==> src/rtl/arith_accum_unit.sv <==
// arith_accum_unit: registered add/sub/accumulate with unsigned or signed overflow, optional saturation and sticky overflow.
//   clock, reset (async, active-high)
//   in_valid, op, operand1, operand2, mode (1 = signed), saturate, clear_sticky
//   out_valid, result, overflow, sticky_overflow, acc_value
module arith_accum_unit #(
    parameter int WIDTH = 8
) (
    input  logic             clock,
    input  logic             reset,
    input  logic             in_valid,
    input  logic [WIDTH-1:0] operand1,
    input  logic [WIDTH-1:0] operand2,
    input  logic [1:0]       op,
    input  logic             mode,
    input  logic             saturate,
    input  logic             clear_sticky,
    output logic             out_valid,
    output logic [WIDTH-1:0] result,
    output logic             overflow,
    output logic             sticky_overflow,
    output logic [WIDTH-1:0] acc_value
);
    localparam logic [WIDTH-1:0] SMAX = {1'b0, {(WIDTH-1){1'b1}}};
    localparam logic [WIDTH-1:0] SMIN = {1'b1, {(WIDTH-1){1'b0}}};
    logic [WIDTH-1:0] a, b, sat_val, res;
    logic [WIDTH:0]   sum;
    logic             sub, ovf_s, ovf;
    logic             out_valid_q, out_valid_d, overflow_q, overflow_d, sticky_q, sticky_d;
    logic [WIDTH-1:0] result_q, result_d, acc_q, acc_d;
    always_comb begin
        a       = op[1] ? acc_q : operand1;
        b       = op[1] ? operand1 : operand2;
        sub     = op == 2'b01;
        sum     = sub ? {1'b0, a} - {1'b0, b} : {1'b0, a} + {1'b0, b};
        // Signed: add overflows on like-signed operands, sub on unlike-signed; either way the sign of a is lost.
        ovf_s   = (sub ? (a[WIDTH-1] != b[WIDTH-1]) : (a[WIDTH-1] == b[WIDTH-1])) && (sum[WIDTH-1] != a[WIDTH-1]);
        // Unsigned: bit WIDTH is the carry for add and the borrow for sub.
        ovf     = (op == 2'b11) ? 1'b0 : (mode ? ovf_s : sum[WIDTH]);
        // A signed overflow always goes in the direction of a's sign.
        sat_val = mode ? (a[WIDTH-1] ? SMIN : SMAX) : (sub ? '0 : '1);
        res     = (op == 2'b11) ? '0 : ((saturate && ovf) ? sat_val : sum[WIDTH-1:0]);
        out_valid_d = in_valid;
        result_d    = in_valid ? res : result_q;
        overflow_d  = in_valid ? ovf : overflow_q;
        acc_d       = (in_valid && op[1]) ? res : acc_q;
        sticky_d    = (in_valid && ovf) ? 1'b1 : (clear_sticky ? 1'b0 : sticky_q);
    end
    always_ff @(posedge clock or posedge reset) begin
        if (reset) begin
            out_valid_q <= 1'b0;
            result_q    <= '0;
            overflow_q  <= 1'b0;
            sticky_q    <= 1'b0;
            acc_q       <= '0;
        end else begin
            out_valid_q <= out_valid_d;
            result_q    <= result_d;
            overflow_q  <= overflow_d;
            sticky_q    <= sticky_d;
            acc_q       <= acc_d;
        end
    end
    assign out_valid       = out_valid_q;
    assign result          = result_q;
    assign overflow        = overflow_q;
    assign sticky_overflow = sticky_q;
    assign acc_value       = acc_q;
endmodule

==> config.mk <==
export PLATFORM = sky130hd
export DESIGN_NAME = arith_accum_unit
export DESIGN_NICKNAME = d
export VERILOG_FILES = /design/src/rtl/arith_accum_unit.sv
export SDC_FILE = /design/constraint.sdc
export NUM_CORES = 1
export LEC_CHECK = 0
export BUFFER_PORTS_ARGS = -buffer_cell sky130_fd_sc_hd__buf_2
export CORE_ASPECT_RATIO = 0.8
export CORE_MARGIN = 4
export CORE_UTILIZATION = 57
export CTS_CLUSTER_DIAMETER = 40
export CTS_CLUSTER_SIZE = 14
export DETAILED_ROUTE_END_ITERATION = 6
export GPL_TIMING_DRIVEN = 0
export PLACE_DENSITY = 0.85
export RECOVER_POWER = 50
export SLEW_MARGIN = 20
export SYNTH_ARGS = -nofsm -noshare
export SYNTH_HDL_FRONTEND = slang
export SYNTH_SLANG_ARGS = --single-unit
==> constraint.sdc <==
create_clock -name clock -period 7.75 [get_ports clock]
set_input_delay 1.55 -clock clock [delete_from_list [all_inputs] [get_ports clock]]
set_output_delay 1.55 -clock clock [all_outputs]
set_load 0.005 [all_outputs]
# After elaboration in Yosys (flattened, before gate mapping)

Index checks and enable logic that the tools add are counted.

Bitwise gates (word level): 0
Muxes and demuxes: 13
$lt $le $gt $ge: 0
Multipliers: 0
Div/mod/pow operators: 0
Reductions and logical operators: 5
Shift operators: 0
Add/sub/neg operators: 2
Eq/ne operators: 5

Operators with widths:

| operator                                                         | count |
|---|---|
| 8-bit two-way mux                                                | 7 |
| 8-bit by 8-bit adder with 9-bit output                           | 1 |
| 9-bit two-way mux                                                | 1 |
| 8-bit by 8-bit subtractor with 9-bit output                      | 1 |
| 1-bit two-way mux                                                | 5 |
| 1-bit logical AND                                                | 4 |
| 2-bit by 1-bit == test with 1-bit output (second input constant) | 1 |
| 2-bit == test (second input constant)                            | 1 |
| 1-bit != test                                                    | 2 |
| 2-bit nonzero test                                               | 1 |
| 1-bit == test                                                    | 1 |

Flip-flop bits (word level): 19
RAM bits: 0
Input bits: 24
Memories kept: 0
Latch bits: 0
ROM bits: 0

# Depth between registers and ports, before layout

Depth in word-level cells: 10
Depth in mapped cells: 17

# Worst setup path after synthesis

No wires, ideal clock.

Path kind: in2reg
Start point: input op[1]
End point: register acc_q[2], in the netlist acc_value[2]
Arrival time: 4.984 ns
Stages: 17
Setup slack: 2.639 ns
Setup time: 0.127 ns
Path buffers: 3
Cell sequence: buf_6 > buf_2 > buf_1 > mux2i_1 > ha_1 > o21ai_0 > nand2b_1 > xnor2_1 > o21ai_0 > ha_1 > a21o_1 > a311oi_1 > a221oi_2 > nor4b_2 > a211oi_4 > a31oi_1 > o21ai_1

Word-level cells in the longest chain between the ends: 10
Elaborated cells between the ends (all ways): 21

RTL lines:

| element                                                                                               | line   | text |
|---|---|---|
| start: declaration                                                                                    | 13     | `input logic [1:0] op,` |
| 8-bit two-way mux, on equally long branches                                                           | 31, 32 |  |
| 8-bit by 8-bit adder with 9-bit output or 8-bit by 8-bit subtractor with 9-bit output (tied branches) | 34     | `sum = sub ? {1'b0, a} - {1'b0, b} : {1'b0, a} + {1'b0, b};` |
| 9-bit two-way mux                                                                                     | 34     |  |
| 1-bit != test                                                                                         | 36     | `ovf_s = (sub ? (a[WIDTH-1] != b[WIDTH-1]) : (a[WIDTH-1] == b[WIDTH-1])) && (sum[WIDTH-1] != a[WIDTH-1]);` |
| 1-bit logical AND                                                                                     | 36     |  |
| 1-bit two-way mux (2 in a row)                                                                        | 38     | `ovf = (op == 2'b11) ? 1'b0 : (mode ? ovf_s : sum[WIDTH]);` |
| 1-bit logical AND                                                                                     | 41     | `res = (op == 2'b11) ? '0 : ((saturate && ovf) ? sat_val : sum[WIDTH-1:0]);` |
| 8-bit two-way mux (2 in a row)                                                                        | 41     |  |
| end signal: assignment                                                                                | 54     | `acc_q <= '0;` |
| end signal: assignment                                                                                | 60     | `acc_q <= acc_d;` |
| end: declaration                                                                                      | 29     | `logic [WIDTH-1:0] result_q, result_d, acc_q, acc_d;` |

Several ways; a longest one is shown, not always the timed one.
A chain may end at the register's enable or synchronous reset.

# Final worst setup path

Ends and elaborated chain as after synthesis.

==> flow_summary.toml <==
[clocking]
clock_path_buffers = 2
cts_tree = "yes"
h-tree-depth = 1
clk_latency_ns = 0.30
post_cts_buffers = 0
cts.clk_slew.worst_paths_ns = 0.10
cts-buffers-inserted = 3
cts_hold_buffers = 0
root_buffer = "clkbuf_4"
post_cts_resized = 0
cts_sinks = 19

[yosys]
syn_inst = 189
yosys_warnings = 0
syn_area_um2 = 1660
synth-seq-area-share_pct = 28.7
synth_seq_cells = 19
synthArstFlopShare_pct = 100
synth_flop_cell = "dfrtp_1"
synth_edf_count = 0
avgSynthCellArea_um2 = 8.78
ys_types = 43
syn_nets = 223

[sta]
hold_violations = 0
setup_ws_ns = 2.08
setup_viol = 0
min_period_ns = 5.67
max_slew_margin_pct = 54.6
setup_tns_ns = 0
fmax_ghz = 0.176
tightest_slew_ns = 0.681
grt_setup_unrepaired = "false"
finClkSkew_ns = 0.00367
min_period_over_period_pct = 73.1
drv_slew = 0

[outcome]
status = "complete, no violations"

[route]
via_per_inst = 5.93
drtIter0Drc = 161
ant_nets = 0
drt_first_pass_iters = 4
vias = 1614
post_drt_wl_per_cell_um = 15.5
wl_um = 4230
drc = 0

[power_and_ir_drop]
p_clk_share_pct = 11.7
p_leak_nw = 0.946
ir_worst_vdd_v = 0.000157
switchingPower_mw = 0.173
sw_frac_of_total_pct = 41.0
internal_power_mw = 0.248
p_per_area_nw_per_um2 = 217
p_comb_share_pct = 53.1
seqPwrFrac_pct = 35.2
p_total_mw = 0.421

[floorplanning]
rows = 17
die-area_um2 = 3840
die_h_um = 56.3
initial_utilization_pct = 60.0
core_um2 = 2770
io_pins = 43
dieWidth_um = 68.3

[global_routing]
antenna_found_initial = 0
grt_pass1_vias = 1506
grt_max_degree = 20
overflow = 0
grtUsageTotal_pct = 23.8
grt_pass1_wl_um = 7030

[run]
drv_cap = 0

[layout]
area_growth_pct = 16.7
final_cell_mix = "39 x buf_2, 19 x dfrtp_1, 18 x nand2_1"
final_layout_size_suffix_gt1_share_pct = 24.4
fillers = 239
nNetsFinal = 269
final_common_cell = "buf_2"
antenna_cells = 0
finalNonFillerCells = 272

[critical_path]
crit_start = "op[1]"
crit_path_end_kind = "flip-flop"
start_kind = "primary input"
critPathKind = "in2reg"
rr_startpoint = "acc_value[0]$_DFFE_PP0P_"
crit_arrival_ns = 5.85
crit_required_ns = 7.93
critical_path.max_fanout = 10

[min_path]
min-delay-start = "result[6]$_DFFE_PP0P_"
min_path_type = "reg2reg"

[placed_design]
portBuffers = 41
post-place-cells = 268
routabilityCongestion = 0.900
pre_cts_slack_ns = 1.87
hpwlAfterDp_um = 3460
[stage by stage]
stage	area (µm²)	utilization, %	hold WS [ns]
CTS	1940	70.1	0.501
detailed placement	1910	69.1	0.470
finish	1940	70.0	0.494
floorplan	1660	-	0.478
global route	1940	70.0	0.517
global placement	1910	69.1	0.470
[power groups by stage]
stage               logic (mW)  registers, mW  clock network, mW
floorplan                0.148          0.148                  0
global placement         0.217          0.149                  0
detailed placement       0.221          0.150                  0
CTS                      0.223          0.148             0.0509
global route             0.252          0.152             0.0543
finish                   0.223          0.148             0.0492
[path summary, 6_finish.rpt]
path,slack (ns),to,depth (start not counted)
min in group asynchronous,1.33,result[0]$_DFFE_PP0P_,2
max,2.08,acc_value[2]$_DFFE_PP0P_,17
max in group asynchronous,5.98,result[5]$_DFFE_PP0P_,2
min reg2reg,0.49,result[6]$_DFFE_PP0P_,1
max reg2reg,4.62,result[7]$_DFFE_PP0P_,10
min,0.49,result[6]$_DFFE_PP0P_,1
[state kept, by name, summed over array words and instances (netlist names)]
signal           flops
out_valid            1
result               8
sticky_overflow      1
acc_value            8
overflow             1
[layer usage]
metal / track usage [%] / share of wire, %
met3: 4.00 / 8.9
met5: 0 / 0
met4: 6.52 / 2.1
met2: 33.5 / 44
met1: 37.0 / 45
[area by class of cell]
type                            instances  area, µm²  share of cell area (%)
Clock inverter                          1       5.00                   0.259
Clock buffer                            3       22.5                    1.16
Multi-Input combinational cell        154       1110                    57.6
Inverter                               10       37.5                    1.94
Buffer                                  6       31.3                    1.62
Sequential cell                        19        475                    24.6
Tap cell                               38       47.5                    2.46
Timing Repair Buffer                   41        201                    10.4
[cell families (layout without fill, tap and decap cells)]
group           after synthesis  count (layout)  synth area share [%]
flops                        19              19                  28.7
simple gates                 54              54                  16.1
compound gates               63              63                  27.5
buf+inv                      16              61                  4.15
fa+ha+maj                    10              10                  7.99
mux                          12              12                  7.69
xor+xnor                     15              15                  7.92
[cell usage after synthesis (2+ instances only)]
library cell   n  area (µm²)
a211oi_1       4        30.0
nor2_1        13        48.8
o31ai_1        2        15.0
ha_1           9         113
nor3_1         6        30.0
mux2i_1        6        60.1
nand3_1        2        10.0
dfrtp_1       19         475
o2bb2ai_1      6        52.6
nand2_1       18        67.6
o21ai_0       13        65.1
a221oi_2       2        30.0
xnor2_1       11        96.3
mux2_2         6        67.6
a31oi_1        2        12.5
a22o_1         3        26.3
a21o_1         7        52.6
a21oi_1        9        45.0
xor2_1         4        35.0
clkbuf_1       3        11.3
inv_1         10        37.5
o21ai_1        6        30.0
nand2b_1       8        50.1
[worst max-delay path, stage by stage]
cell      delay [ns]
buf_6           0.10
buf_2           0.21
buf_1           0.50
mux2i_1         0.29
ha_1            0.28
o221ai_2        0.17
nand2b_1        0.12
xnor2_1         0.06
o21ai_0         0.35
ha_1            0.38
a21o_1          0.20
a311oi_1        0.34
a221oi_2        0.17
nor4b_2         0.59
a211oi_4        0.14
a31oi_1         0.29
o21ai_1         0.10
Note: power is estimated with default switching activity, not from simulation.
